--- config.mk ---
export PLATFORM = sky130hd
export DESIGN_NAME = cla_seq_adder_ctrl
export DESIGN_NICKNAME = d
export VERILOG_FILES = /design/src/rtl/cla_seq_adder_ctrl.sv
export SDC_FILE = /design/constraint.sdc
export NUM_CORES = 1
export LEC_CHECK = 0
export ABC_AREA = 1
export CAP_MARGIN = 25
export CORE_MARGIN = 2
export CORE_UTILIZATION = 45
export CTS_CLUSTER_SIZE = 16
export DETAILED_ROUTE_END_ITERATION = 7
export PLACE_DENSITY = 0.75
export SETUP_SLACK_MARGIN = 0.1
export SLEW_MARGIN = 15
export SYNTH_ARGS = -nofsm -noshare
export SYNTH_HDL_FRONTEND = slang
export SYNTH_SLANG_ARGS = --single-unit
--- constraint.sdc ---
create_clock -name clk -period 2 [get_ports clk]
set_input_delay 0.5 -clock clk [delete_from_list [all_inputs] [get_ports clk]]
set_output_delay 0.5 -clock clk [all_outputs]
set_load 0.02 [all_outputs]
--- src/rtl/cla_seq_adder_ctrl.sv ---
// Purpose: add/subtract WIDTH-bit operands through one shared 4-bit CLA slice, one nibble per cycle, LSB first.
// Latency: out_valid rises NIB cycles after the accepting edge; request spacing is at least NIB+2 cycles.
// Backpressure: in_ready only in IDLE; result held in DONE until out_ready. Macro CLA_SEQ_OVF_EN enables signed overflow.
module cla_seq_adder_ctrl #(
   parameter int WIDTH = 16            // multiple of 4, at least 8
) (
   input  logic             clk,
   input  logic             rst,
   input  logic             in_valid,
   output logic             in_ready,
   input  logic [WIDTH-1:0] op_a,
   input  logic [WIDTH-1:0] op_b,
   input  logic             cin,
   input  logic             sub,
   output logic             out_valid,
   input  logic             out_ready,
   output logic [WIDTH-1:0] sum,
   output logic             cout,
   output logic             overflow
);

   localparam int NIB  = WIDTH / 4;
   localparam int IDXW = (NIB > 1) ? $clog2(NIB) : 1;
   localparam logic [IDXW-1:0] LAST_IDX = IDXW'(NIB - 1);

   typedef enum logic [1:0] {
      S_IDLE = 2'd0,
      S_CALC = 2'd1,
      S_DONE = 2'd2
   } state_t;

   state_t           state_q;
   logic [IDXW-1:0]  idx_q;
   logic             carry_q;
   logic [WIDTH-1:0] a_q;
   logic [WIDTH-1:0] b_q;
   logic [WIDTH-1:0] sum_q;
   logic [WIDTH-1:0] sum_d;
   logic             cout_q;
   logic             out_valid_q;

   // Slice datapath signals
   logic [IDXW+1:0]  bit_base;
   logic [3:0]       nib_a;
   logic [3:0]       nib_b;
   logic [3:0]       slice_g;
   logic [3:0]       slice_p;
   logic [4:0]       slice_c;
   logic [3:0]       slice_s;
   logic             last_nib;
   logic             accept;

   // Subtract mode is fully captured at accept time by the inverted
   // operand and the forced carry-in, so no mode bit is kept afterwards.
   assign bit_base = {idx_q, 2'b00};
   assign last_nib = (idx_q == LAST_IDX);
   assign in_ready = (state_q == S_IDLE) && !rst;
   assign accept   = in_valid && in_ready;

   // Shared 4-bit carry-lookahead slice fed by the current nibble and the chained carry
   always_comb begin
      nib_a      = a_q[bit_base +: 4];
      nib_b      = b_q[bit_base +: 4];
      slice_g    = nib_a & nib_b;
      slice_p    = nib_a ^ nib_b;
      slice_c[0] = carry_q;
      slice_c[1] = slice_g[0]
                 | (slice_p[0] & slice_c[0]);
      slice_c[2] = slice_g[1]
                 | (slice_p[1] & slice_g[0])
                 | (slice_p[1] & slice_p[0] & slice_c[0]);
      slice_c[3] = slice_g[2]
                 | (slice_p[2] & slice_g[1])
                 | (slice_p[2] & slice_p[1] & slice_g[0])
                 | (slice_p[2] & slice_p[1] & slice_p[0] & slice_c[0]);
      slice_c[4] = slice_g[3]
                 | (slice_p[3] & slice_g[2])
                 | (slice_p[3] & slice_p[2] & slice_g[1])
                 | (slice_p[3] & slice_p[2] & slice_p[1] & slice_g[0])
                 | (slice_p[3] & slice_p[2] & slice_p[1] & slice_p[0] & slice_c[0]);
      slice_s    = slice_p ^ slice_c[3:0];
   end

   // Next result word: current sum with the active nibble replaced by the slice output
   always_comb begin
      sum_d = sum_q;
      sum_d[bit_base +: 4] = slice_s;
   end

   // Sequencer: accept in IDLE, one nibble per cycle in CALC, hold result in DONE
   always_ff @(posedge clk) begin
      if (rst) begin
         state_q     <= S_IDLE;
         idx_q       <= '0;
         carry_q     <= 1'b0;
         a_q         <= '0;
         b_q         <= '0;
         sum_q       <= '0;
         cout_q      <= 1'b0;
         out_valid_q <= 1'b0;
      end else begin
         case (state_q)
            S_IDLE: begin
               out_valid_q <= 1'b0;
               if (accept) begin
                  a_q     <= op_a;
                  b_q     <= sub ? ~op_b : op_b;
                  // Two's complement subtract: a + ~b + 1; cin is ignored in that mode
                  carry_q <= sub | cin;
                  idx_q   <= '0;
                  sum_q   <= '0;
                  cout_q  <= 1'b0;
                  state_q <= S_CALC;
               end
            end
            S_CALC: begin
               sum_q   <= sum_d;
               carry_q <= slice_c[4];
               if (last_nib) begin
                  // The MSB carry leaves only via cout; it never re-enters bit 0
                  cout_q      <= slice_c[4];
                  idx_q       <= '0;
                  out_valid_q <= 1'b1;
                  state_q     <= S_DONE;
               end else begin
                  idx_q <= idx_q + 1'b1;
               end
            end
            S_DONE: begin
               // in_valid is deliberately ignored here; no same-cycle re-accept
               if (out_ready) begin
                  out_valid_q <= 1'b0;
                  state_q     <= S_IDLE;
               end
            end
            default: begin
               out_valid_q <= 1'b0;
               idx_q       <= '0;
               state_q     <= S_IDLE;
            end
         endcase
      end
   end

   assign sum       = sum_q;
   assign cout      = cout_q;
   assign out_valid = out_valid_q;

`ifdef CLA_SEQ_OVF_EN
   logic ovf_q;

   // Signed overflow: carry into the MSB differs from carry out of the MSB on the last nibble
   always_ff @(posedge clk) begin
      if (rst) begin
         ovf_q <= 1'b0;
      end else if (accept) begin
         ovf_q <= 1'b0;
      end else if ((state_q == S_CALC) && last_nib) begin
         ovf_q <= slice_c[4] ^ slice_c[3];
      end
   end

   assign overflow = ovf_q;
`else
   assign overflow = 1'b0;
`endif

endmodule

Yosys cells after proc, flatten, opt, wreduce, memory -nomap -nowiden
Index checks and enable logic that the tools add are counted.

storage, ports and cells
  flip-flop bits (word level) = 55
  latch bits = 0
  RAM bits = 0
  ROM bits = 0
  logic and storage cells = 82
  memories kept = 0

cells by class
  add/sub/neg operators = 2
  multiply operators = 0
  divide/modulo/power cells = 0
  order comparisons = 0
  equal/unequal tests = 6
  shift operators = 4
  muxes and demuxes = 19
  bitwise gates (word level) = 32
  reduce and logical (&&, ||, !) cells = 11

operators by type and width
  operator                                                                number
  16-bit 2-to-1 mux                                                       2
  16-bit one-hot mux with 2 select lines                                  1
  16-bit by 5-bit indexed part select with 4-bit output                   2
  1-bit AND                                                               16
  16-bit bitwise mux                                                      1
  16-bit NOT                                                              1
  4-bit by 6-bit variable shift with 16-bit output, first input constant  1
  4-bit by 6-bit indexed part select with 16-bit output                   1
  2-bit one-hot mux with 3 select lines                                   2
  1-bit OR                                                                11
  2-bit 2-to-1 mux                                                        5
  2-bit AND reduction                                                     4
  4-bit bitwise XOR                                                       2
  2-bit inequality test, second input constant                            3
  4-bit negation with 6-bit output                                        1
  1-bit one-hot mux with 2 select lines                                   3
  3-bit AND reduction                                                     2
  1-bit 2-to-1 mux                                                        5
  4-bit AND                                                               1
  2-bit == test, second input constant                                    2
  2-bit by 1-bit adder with 2-bit output, second input constant           1
  2-bit by 1-bit == test with 1-bit output, second input constant         1
  1-bit logical AND                                                       2
  2-bit logical NOT                                                       1
  other kinds (3)                                                         3

Depth between registers and ports, before layout
Gate-level depths: netlist (run 1).

  depth in word-level cells = 10
  depth in mapped cells = 14

Worst setup path before layout (run 1)
OpenSTA, ideal clock, no wires.

  path kind = reg2reg
  start = register idx_q[0]
  end = register sum_q[14], in the netlist sum[14]
  library setup time = 70 ps
  arrival = 2,017 ps
  data required time = 1,930 ps
  slack = -88 ps
  stages on the path, launching flop included = 12
  clock period less this slack = 2,088 ps
  cell sequence = dfxtp_1 -> inv_1 -> clkbuf_1 -> nor2_1 -> o22ai_1 -> ha_1 -> nand3_1 -> nand3_1 -> xor2_1 -> nor2_1 -> nand3_1 -> a21oi_1

on the way
  word-level cells in the longest chain between the ends = 10
  elaborated cells on any way between the ends = 25

ends and longest elaborated chain
  what                                                                      RTL line    text
  from (decl)                                                               33          logic [IDXW-1:0] idx_q;
  from (signal assigned)                                                    126         idx_q <= idx_q + 1'b1;
  16-bit by 5-bit indexed part select with 4-bit output (on tied branches)  62, 63
  4-bit bitwise XOR or 4-bit AND (tied branches)                            65, 64
  1-bit AND (on tied branches)                                              73, 74, 75
  1-bit OR, or another cell as far along                                    73          | (slice_p[2] & slice_g[1])
  1-bit OR or 1-bit AND (tied branches)                                     74, 75
  1-bit OR                                                                  75          | (slice_p[2] & slice_p[1] & slice_p[0] & slice_c[0]);
  4-bit bitwise XOR                                                         81          slice_s = slice_p ^ slice_c[3:0];
  4-bit by 6-bit indexed part select with 16-bit output                     87          sum_d[bit_base +: 4] = slice_s;
  16-bit bitwise mux (*)                                                    87
  16-bit one-hot mux with 2 select lines (*)                                102         case (state_q)
  to (signal assigned)                                                      117         sum_q <= sum_d;
  to (decl)                                                                 37          logic [WIDTH-1:0] sum_q;

Every way passes the cells marked *; elsewhere a longest branch is shown, timed or not.
A chain may end at the register's enable or synchronous reset.

Worst setup path in the final report (run 1)
  start = register idx_q[0]
  end = register carry_q

on the way
  word-level cells in the longest chain between the ends = 8
  elaborated cells on any way between the ends = 16

ends and longest elaborated chain
  what                                                                      RTL line  text
  16-bit by 5-bit indexed part select with 4-bit output (on tied branches)  62, 63
  4-bit bitwise XOR or 4-bit AND (tied branches)                            65, 64
  1-bit AND (on tied branches)                                              --
  1-bit OR, or another cell as far along                                    77        | (slice_p[3] & slice_g[2])
  1-bit OR, or another cell as far along                                    78        | (slice_p[3] & slice_p[2] & slice_g[1])
  1-bit OR or 1-bit AND (tied branches)                                     79, 80
  1-bit OR (*)                                                              80        | (slice_p[3] & slice_p[2] & slice_p[1] & slice_p[0] & slice_c[0]);
  1-bit one-hot mux with 2 select lines (*)                                 102
  to (signal assigned)                                                      109       carry_q <= sub | cin;
  to (signal assigned)                                                      118       carry_q <= slice_c[4];
  to (decl)                                                                 34        logic carry_q;

Marks and branches as above.

==> results of run 1 <==
[logic make-up after synthesis]
group           Yosys count  synth area share (%)
compound gates           68                 13.69
fa+ha+maj                10                 5.074
simple gates            160                 26.81
other cells               1                0.1435
buf+inv                  36                 6.127
flops                    55                 42.13
xor+xnor                 18                 6.032
[cell usage in the layout (no fill, tap or decap), types with 10 or more instances in the layout]
cell / Yosys / final
a21oi_1: 29 / 27
buf_4: 3 / 11
clkdlybuf4s50_1: 0 / 55
dfxtp_1: 55 / 53
nand2_1: 79 / 73
nand3_1: 37 / 33
nor2_1: 32 / 21
o21ai_0: 29 / 17
o21ai_1: 0 / 10
xnor2_1: 12 / 11
[where the power goes]
group          total (mW)  switching, mW  internal (mW)
logic               0.766          0.397          0.369
clock network       0.768          0.362          0.406
registers            1.22         0.0549           1.16
[flip-flops by register name, summed over array words and instances, names as in the netlist]
signal and count:
state_q 2, carry_q 1, sum 16, out_valid 1, a_q 16, b_q 16, idx_q 2, cout 1
[metal layers]
layer	GRT usage, %	up-vias
met5	0	-
met4	5.763	0
met3	4.607	26
met2	38.50	95
met1	26.31	1218
li1	-	1277
[metrics by stage]
| step | hold WS [ns] | area [um^2] | util [%] |
|---|---|---|---|
| after global routing | 0.4952 | 3816 | 68.46 |
| after floorplan | 0.4393 | 2663 | - |
| after global placement | 0.4503 | 3366 | 60.38 |
| after CTS | 0.4678 | 3710 | 66.55 |
| after detailed placement | 0.4538 | 3366 | 60.38 |
| final | 0.4676 | 3816 | 68.46 |
[what timing repair did]
item | CTS | global route
endpoints found under the setup margin | 19 | 16
pin swaps | 23 | 20
gates resized for setup | 55 | 30
setup buffers | 2 | 1
[worst min-delay path: stages (launching register included)]
cell	delay, ns
dfxtp_1	0.32
nand2_1	0.06
a21oi_1	0.05
[layout make-up]
type / count / area [um^2] / area share [%]
multi-input combinational: 257 / 1630 / 42.72
tap: 72 / 90.09 / 2.361
timing repair buffer: 77 / 798.3 / 20.92
sequential: 55 / 1109 / 29.05
clock buffer: 6 / 82.58 / 2.164
clock inverter: 2 / 35.03 / 0.9180
inverter: 17 / 71.32 / 1.869
[path summary, 6_finish.rpt]
check	from	endpoint	slack (ns)	depth (start not counted)
worst max-delay path	idx_q[0]	carry_q	-0.09	11
worst min-delay path	sum[0]	sum[0]	0.47	2
worst max register to register	idx_q[0]	carry_q	-0.09	11
worst min register to register	sum[0]	sum[0]	0.47	2
==> metrics.md, run 1 <==
| Metric | Value |
|---|---|
| ANT cells | 0 |
| Worst hold path class | reg -> reg |
| Number of synthesized flops with an enable pin | 0 |
| Fin crit share | 104.3% |
| Finished Layout Cells | 486 |
| Outcome | complete, but fails checks |
| Via count | 2616 |
| Pin count of the biggest net entering global routing | 49 |
| Failing checks | negative setup slack |
| Share of the synthesized area in the top cell type | 42.13% |
| Synth Cell Area | 2614 um^2 |
| Synthesized area per cell | 7.511 um^2 |
| Clock-pin slew on the worst setup and hold paths | 0.10 ns |
| Residual DRC | 0 |
| Distinct cells, synth | 29 |
| Leak | 1.502 nW |
| Num CTS Buffers | 5 |
| Post-synth top cells | 79 x nand2_1, 55 x dfxtp_1, 37 x nand3_1 |
| CTS tree | yes |
| Full die area | 6434 um^2 |
| Cell Count Post-Placement | 475 |
| Share of post-route cells with drive strength above 1 | 21.50% |
| Number of synthesized register bits | 55 |
| Clk root buf | clkbuf_8 |
| Core Region | 5574 um^2 |
| Port Buf Inserts | 56 |
| Metal-1 WL | 2860 um |
| Drt wl/cell | 14.31 um |
| Initial Utilization | 46.89% |
| I/O pin cnt | 58 |
| Startpoint types | flip-flop |
| Fin nets | 461 |
| DRT iter0 DRCs | 210 |
| Wire length on met3 | 397 um |
| Detailed Place HPWL | 4333 um |
| RSZ-0062 raised after global routing | yes |
| IR drop worst, VDD | 398.1 uV |
| Worst setup path class | reg -> reg |
| Clk_skew | 0.01171 ns |
| Seq/Total Area, Yosys | 42.13% |
| Worst-path cell chain | buf_8 -> buf_12 -> nor2_4 -> o22ai_4 -> ha_4 -> nand4_1 -> nand2_2 -> nand2_4 -> a21oi_4 -> nor2_1 -> a21oi_1 |
| Worst-path fanout max | 8 |
| PwrDens | 721.4 nW/um^2 |
| Top post-synthesis cells by area | dfxtp_1 42%, nand2_1 11%, nand3_1 7.1% |
| Layout filler cell count | 433 |
| Clk sinks | 55 |
| MaxCap Viol Count | 0 |
| Worst path buffer plus inverter count | 2 |
| Die width | 80.21 um |
| Htree depth | 2 |
| FFs w/ async S/R, synth | 0% |
| Final GP Congestion | 0.8773 |
| Via density | 5.383 |
| Vias in the first global route | 2395 |
| Total track usage | 21.64% |
| Top Layer Used | met4 |
| Setup TNS | -0.4023 ns |
| Max incr delay on CP | 0.38 ns |
| Crit path time final | 2.087 ns |
| Max-slew violations | 0 |
| Hold Buf Count CTS | 0 |
| P&R area growth vs syn | 46.00% |
| First-pass GRT wire length | 10980 um |
| Cells after synthesis | 348 |
| Syn nets | 396 |
| Endpoints failing hold | 0 |
| Row count | 27 |
| Metal2 WL | 3495 um |
| Gr ovfl total | 0 |
| Pre-CTS setup slack | -0.2221 ns |
| Top_reg_cell synth | dfxtp_1 |
| Syn. warnings | 0 |
| Final setup vio count | 7 |
| Top Family by Delay on Critical Path | simple AND/OR/NAND/NOR gates |
| Count leader, synth | nand2_1 |
| First drt pass iteration count | 5 |
| CP max stage cell | dfxtp_4 |
| Maximum clock rate | 0.4792 GHz |
| Final WS setup | -0.08667 ns |
| CP Data Required Time | 2.25 ns |
| Die Y | 80.21 um |
| Clock Latency Late Sink | 0.31 ns |
| WL final | 6954 um |
| CP endpoint kind | flip-flop |
| Area leader, netlist | dfxtp_1 |
| CP arrival | 2.34 ns |
| Total power | 2.753 mW |
| Max clock buf depth | 2 |
| Initial antenna violation count | 0 |
| Antenna-violating nets left | 0 |
Note: power is estimated with default switching activity, not from simulation.
==> inputs of run 2 (changes only) <==
MAX_ROUTING_LAYER = met4   (was unset)
==> run 2 against run 1 <==
- the run still ends with negative setup slack left
- clock power is essentially flat
- worst setup slack worse by 0.050 ns
- largest cell class unchanged
- clock-buffer cell count is the same
==> metrics.md, run 2 (synthesis results as in run 1) <==
| Metric | Value |
|---|---|
| WL final | 6998 um |
| Maximum clock rate | 0.4680 GHz |
| Hold Crit Depth | 2 |
| IR drop worst, VDD | 398.8 uV |
| Clock Latency Late Sink | 0.32 ns |
| Worst path buffer plus inverter count | 1 |
| I/O pin cnt | 58 |
| R2R Setup Slk | -0.14 ns |
| Most common cell after layout, fill and taps aside | nand2_1 |
| Fin crit share | 106.8% |
| Failing checks | negative setup slack |
| CP arrival | 2.38 ns |
| Multi-input logic area | 1632 um^2 |
| Port Buf Inserts | 56 |
| Worst setup path class | reg -> reg |
| Max-slew violations | 0 |
| Pin count of the biggest net entering global routing | 49 |
| Num CTS Buffers | 5 |
| First drt pass iteration count | 4 |
| NetSw | 0.8159 mW |
| Clk sinks | 55 |
| RSZ-0062 raised after global routing | yes |
| Sw frac | 29.63% |
| Layout filler cell count | 430 |
| Clk root buf | clkbuf_8 |
| Worst hold path class | reg -> reg |
| Leak | 1.501 nW |
| Crit path time final | 2.137 ns |
| Worst-path cell chain | buf_8 -> o21ai_0 -> o22ai_2 -> ha_4 -> nand4_1 -> nand2_2 -> nand2_4 -> a21oi_4 -> nand2_1 -> a21oi_1 |
| Initial Utilization | 46.89% |
| CP max stage cell | dfxtp_4 |
| Antenna-violating nets left | 0 |
| Die width | 80.21 um |
| Vias in the first global route | 2399 |
| RR Endpoint | cout |
| Drt wl/cell | 14.40 um |
| CP Data Required Time | 2.25 ns |
| Worst-path fanout max | 8 |
| Row count | 27 |
| Final GP Congestion | 0.8918 |
| Worst Hold End | sum[1] |
| Min-Delay Startpoint | sum[1] |
| Flop pwr share | 44.3% |
| Gr ovfl total | 0 |
| Hold Buf Count CTS | 0 |
| Clk_skew | 0.009676 ns |
| Fin nets | 461 |
| Reg2reg start | idx_q[0] |
| Clock-pin slew on the worst setup and hold paths | 0.09 ns |
| ANT cells | 0 |
| Via density | 5.354 |
| Die Y | 80.21 um |
| DRT iter0 DRCs | 150 |
| P&R area growth vs syn | 46.05% |
| Pint | 1.938 mW |
| Outcome | complete, but fails checks |
| First-pass GRT wire length | 10960 um |
| Endpoints failing hold | 0 |
| Register Area | 1109 um^2 |
| Final setup vio count | 7 |
| Htree depth | 2 |
| Core Region | 5574 um^2 |
| Max incr delay on CP | 0.38 ns |
| Top Family by Delay on Critical Path | compound AO/OA/AOI/OAI gates |
| Combinational power share | 27.7% |
| Final WS setup | -0.1366 ns |
| CTS tree | yes |
| CP endpoint kind | flip-flop |
| Setup TNS | -0.5954 ns |
| Reg2Reg Depth | 10 |
| Cell Count Post-Placement | 475 |
| Startpoint types | flip-flop |
| Total track usage | 22.20% |
| Most frequent cells in the layout | 74 x nand2_1, 55 x clkdlybuf4s50_1, 53 x dfxtp_1, 33 x nand3_1, 26 x a21oi_1 |
| PwrDens | 721.4 nW/um^2 |
| MaxCap Viol Count | 0 |
| Detailed Place HPWL | 4333 um |
| Via count | 2602 |
| Share of post-route cells with drive strength above 1 | 21.50% |
| Final Core Density | 68.48% |
| Full die area | 6434 um^2 |
| Initial antenna violation count | 0 |
| Finished Layout Cells | 486 |
| Clock power share | 28.0% |
| Max clock buf depth | 2 |
| Residual DRC | 0 |
-- run 2: changes by cell type in the layout (fill, tap and decap cells not counted) --
| cell | delta |
|---|---|
| nand2_1 | +1 |
| a21oi_2 | +1 |
| a21oi_1 | -1 |
| nand2_2 | -1 |
-- run 2: worst max path at each step --
| stage | startpoint | endpoint | slack (ns) | cells after the start |
|---|---|---|---|---|
| 4_1_cts | idx_q[0] | sum[14] | 0.008 | 11 |
| 3_3_place_gp | rst | in_ready | -0.20 | 3 |
| 3_5_place_dp | rst | in_ready | -0.22 | 3 |
| 2_1_floorplan | idx_q[0] | sum[15] | 0.1 | 14 |
| 5_1_grt | idx_q[0] | cout | -0.24 | 10 |
| 6_report | idx_q[0] | cout | -0.14 | 10 |
-- run 2: per-stage QoR --
stage | hold WS [ns] | power, mW | instance area (um^2) | worst slack, ns
after floorplan | 0.4393 | 1.565 | 2663 | 0.09926
after global placement | 0.4503 | 1.772 | 3366 | -0.1959
after detailed placement | 0.4538 | 1.788 | 3366 | -0.2221
after CTS | 0.4678 | 2.644 | 3710 | 0.007505
after global routing | 0.4952 | 2.866 | 3817 | -0.2403
final | 0.4701 | 2.754 | 3817 | -0.1366
-- run 2: area by class of cell --
class,count,share of cell area [%]
Timing Repair Buffer,77,20.91
Inverter,17,1.868
Sequential cell,55,29.04
Clock buffer,6,2.163
Clock inverter,2,0.9177
Tap cell,72,2.360
Multi-Input combinational cell,257,42.74
-- run 2: worst register-to-register path: stages (launching register included) --
cell     delay, ns
dfxtp_4       0.38
buf_8         0.15
o21ai_0       0.23
o22ai_2       0.16
ha_4          0.32
nand4_1       0.20
nand2_2       0.16
nand2_4       0.10
a21oi_4       0.16
nand2_1       0.08
a21oi_1       0.14
-- run 2: routing by layer --
metal / vias to the layer above / part of all wire [%] / GRT usage (%)
li1: 1273 / - / -
met4: 0 / 2.7 / 5.763
met2: 88 / 51 / 38.83
met5: - / 0 / -
met3: 18 / 5.2 / 4.607
met1: 1223 / 41 / 25.96
-- run 2: timing repair --
item	CTS	global route
gates resized for setup	55	30
pin swaps	23	22
buffers inserted	2	1
endpoints found under the setup margin	19	16
-- run 2: power by group through the flow --
| stage | registers [mW] | logic [mW] | clock network, mW |
|---|---|---|---|
| 2_1_floorplan | 1.23 | 0.338 | 0 |
| 4_1_cts | 1.21 | 0.662 | 0.768 |
| 3_3_place_gp | 1.23 | 0.543 | 0 |
| 5_1_grt | 1.23 | 0.828 | 0.812 |
| 6_report | 1.22 | 0.763 | 0.771 |
| 3_5_place_dp | 1.23 | 0.557 | 0 |
==> inputs of run 3 (changes only) <==
CORE_ASPECT_RATIO = 1.5   (was unset)
CORE_MARGIN = unset   (was 2)
==> run 3 against run 2 <==
- the run still ends with negative setup slack left
- via count fell by 2.0%
- cell count is 0.62% higher
- sequential share of layout area rose by 0.72 points
- wire length is 8.2% lower
- critical path depth is 2 higher
- clock-buffer cell count grew 1
- worst hold slack worse by 0.0047 ns
- power fell by 3.9%
- die area shrank 4.8%
- register-to-register slack gained 0.08 ns
- largest power group unchanged
- highest routed layer unchanged
- final area decreased by 2.7%
- non-clock buffer count up 5
==> metrics.md, run 3 (synthesis results as in run 1) <==
| Metric | Value |
|---|---|
| Outcome | complete, but fails checks |
| Failing checks | negative setup slack |
| Num CTS Buffers | 5 |
| Detailed Place HPWL | 4258 um |
| I/O pin cnt | 58 |
| Antenna-violating nets left | 0 |
| DRT iter0 DRCs | 170 |
| Via density | 5.213 |
| Maximum clock rate | 0.4864 GHz |
| Via count | 2549 |
| NetSw | 0.7654 mW |
| Residual DRC | 0 |
| Max-slew violations | 0 |
| Endpoints failing hold | 0 |
| Clk root buf | clkbuf_8 |
| MaxCap Viol Count | 0 |
| Pre-CTS setup slack | -0.2183 ns |
| CP arrival | 2.31 ns |
| CP Data Required Time | 2.25 ns |
| IR drop worst, VDD | 425.8 uV |
| P&R area growth vs syn | 42.17% |
| CP endpoint kind | flip-flop |
| Final setup vio count | 7 |
| CTS tree | yes |
| Fin nets | 466 |
| Max clock buf depth | 2 |
| Clk sinks | 55 |
| Pint | 1.880 mW |
| Final Core Density | 67.16% |
| Full die area | 6123 um^2 |
| First-pass GRT wire length | 9735 um |
| Die Y | 95.34 um |
| Total track usage | 20.99% |
| PwrDens | 712.0 nW/um^2 |
| Row count | 33 |
| Clk_skew | 0.008565 ns |
| Clock-pin slew on the worst setup and hold paths | 0.10 ns |
| Final WS setup | -0.05586 ns |
| Worst-path fanout max | 6 |
| Crit path time final | 2.056 ns |
| Clock Latency Late Sink | 0.31 ns |
| Leak | 1.495 nW |
| Hold WS | 0.4654 ns |
| Htree depth | 2 |
| Pin count of the biggest net entering global routing | 38 |
| Post-route cell area | 3716 um^2 |
| Clock power share | 27.6% |
| Sw frac | 28.93% |
| Initial antenna violation count | 0 |
| ANT cells | 0 |
| First drt pass iteration count | 4 |
| Most common cell after layout, fill and taps aside | nand2_1 |
| Die width | 64.23 um |
| Most frequent cells in the layout | 75 x nand2_1, 55 x clkdlybuf4s50_1, 53 x dfxtp_1, 34 x nand3_1, 25 x a21oi_1 |
| Fin crit share | 102.8% |
| Worst setup path class | reg -> reg |
| RSZ-0062 raised after global routing | yes |
| DP Area | 3341 um^2 |
| Startpoint types | flip-flop |
| Hold Buf Count CTS | 0 |
| Initial Utilization | 47.24% |
| Worst hold path class | reg -> reg |
| Share of post-route cells with drive strength above 1 | 21.00% |
| Drt wl/cell | 13.13 um |
| Flop pwr share | 45.9% |
| Final GP Congestion | 0.8784 |
| WL final | 6422 um |
| Combinational power share | 26.5% |
| Vias in the first global route | 2271 |
| Core Region | 5533 um^2 |
| Setup TNS | -0.2507 ns |
| Gr ovfl total | 0 |
| Port Buf Inserts | 56 |
## run 3: cell types whose count changed in the layout (fill, tap and decap cells not counted), sizes merged
cell    before  now
clkinv       1    0
clkbuf       6    8
buf         22   26
## run 3: path summary, 6_finish.rpt
| path | slack [ns] | end | cells past startpoint | from |
|---|---|---|---|---|
| hold / removal | 0.47 | sum[1] | 2 | sum[1] |
| hold reg to reg | 0.47 | sum[1] | 2 | sum[1] |
| setup / recovery | -0.06 | sum[7] | 12 | idx_q[0] |
| setup reg to reg | -0.06 | sum[7] | 12 | idx_q[0] |
## run 3: through the flow
stage	power, mW	instances
2_1_floorplan	1.565	348
3_3_place_gp	1.753	475
3_5_place_dp	1.769	475
4_1_cts	2.523	484
5_1_grt	2.757	489
6_report	2.646	489
## run 3: layout make-up
type | instances | area (um^2)
clock buffers | 7 | 76.32
clock inverters | 1 | 30.03
fillers | 471 | 1817
inverters | 17 | 73.82
multi-input cells | 257 | 1544
flip-flops and latches | 55 | 1106
well taps | 70 | 87.58
repair buffers | 82 | 798.3
## run 3: metal layers
layer	global-route usage [%]	share of wire [%]	up-vias
met4	9.444	3.8	0
met3	2.751	3.6	20
met2	39.18	55	91
li1	-	-	1280
met1	21.69	37	1158
met5	-	0	-
## run 3: worst max-delay path, stage by stage, from the launching register on
cell and delay [ns]:
dfxtp_4 0.39, buf_8 0.14, buf_12 0.12, o21ai_2 0.12, o22ai_2 0.11, ha_4 0.30, buf_6 0.09, nand4_1 0.15
nand3_2 0.15, nand3_2 0.10, nor2_2 0.11, nand2_1 0.08, a21oi_2 0.12
## run 3: repair_timing
action / CTS / global route
setup endpoints to repair: 16 / 17
buffers inserted: 1 / 5
endpoints found under the hold margin: 0 / 0
pin swaps: 10 / 5
gates resized for setup: 28 / 37
## run 3: power groups by stage
stage	Combinational [mW]	Clock [mW]	Sequential, mW
after floorplan	0.338	0	1.23
after global placement	0.525	0	1.23
after detailed placement	0.540	0	1.23
after CTS	0.580	0.736	1.21
after global routing	0.761	0.775	1.22
final	0.702	0.730	1.21
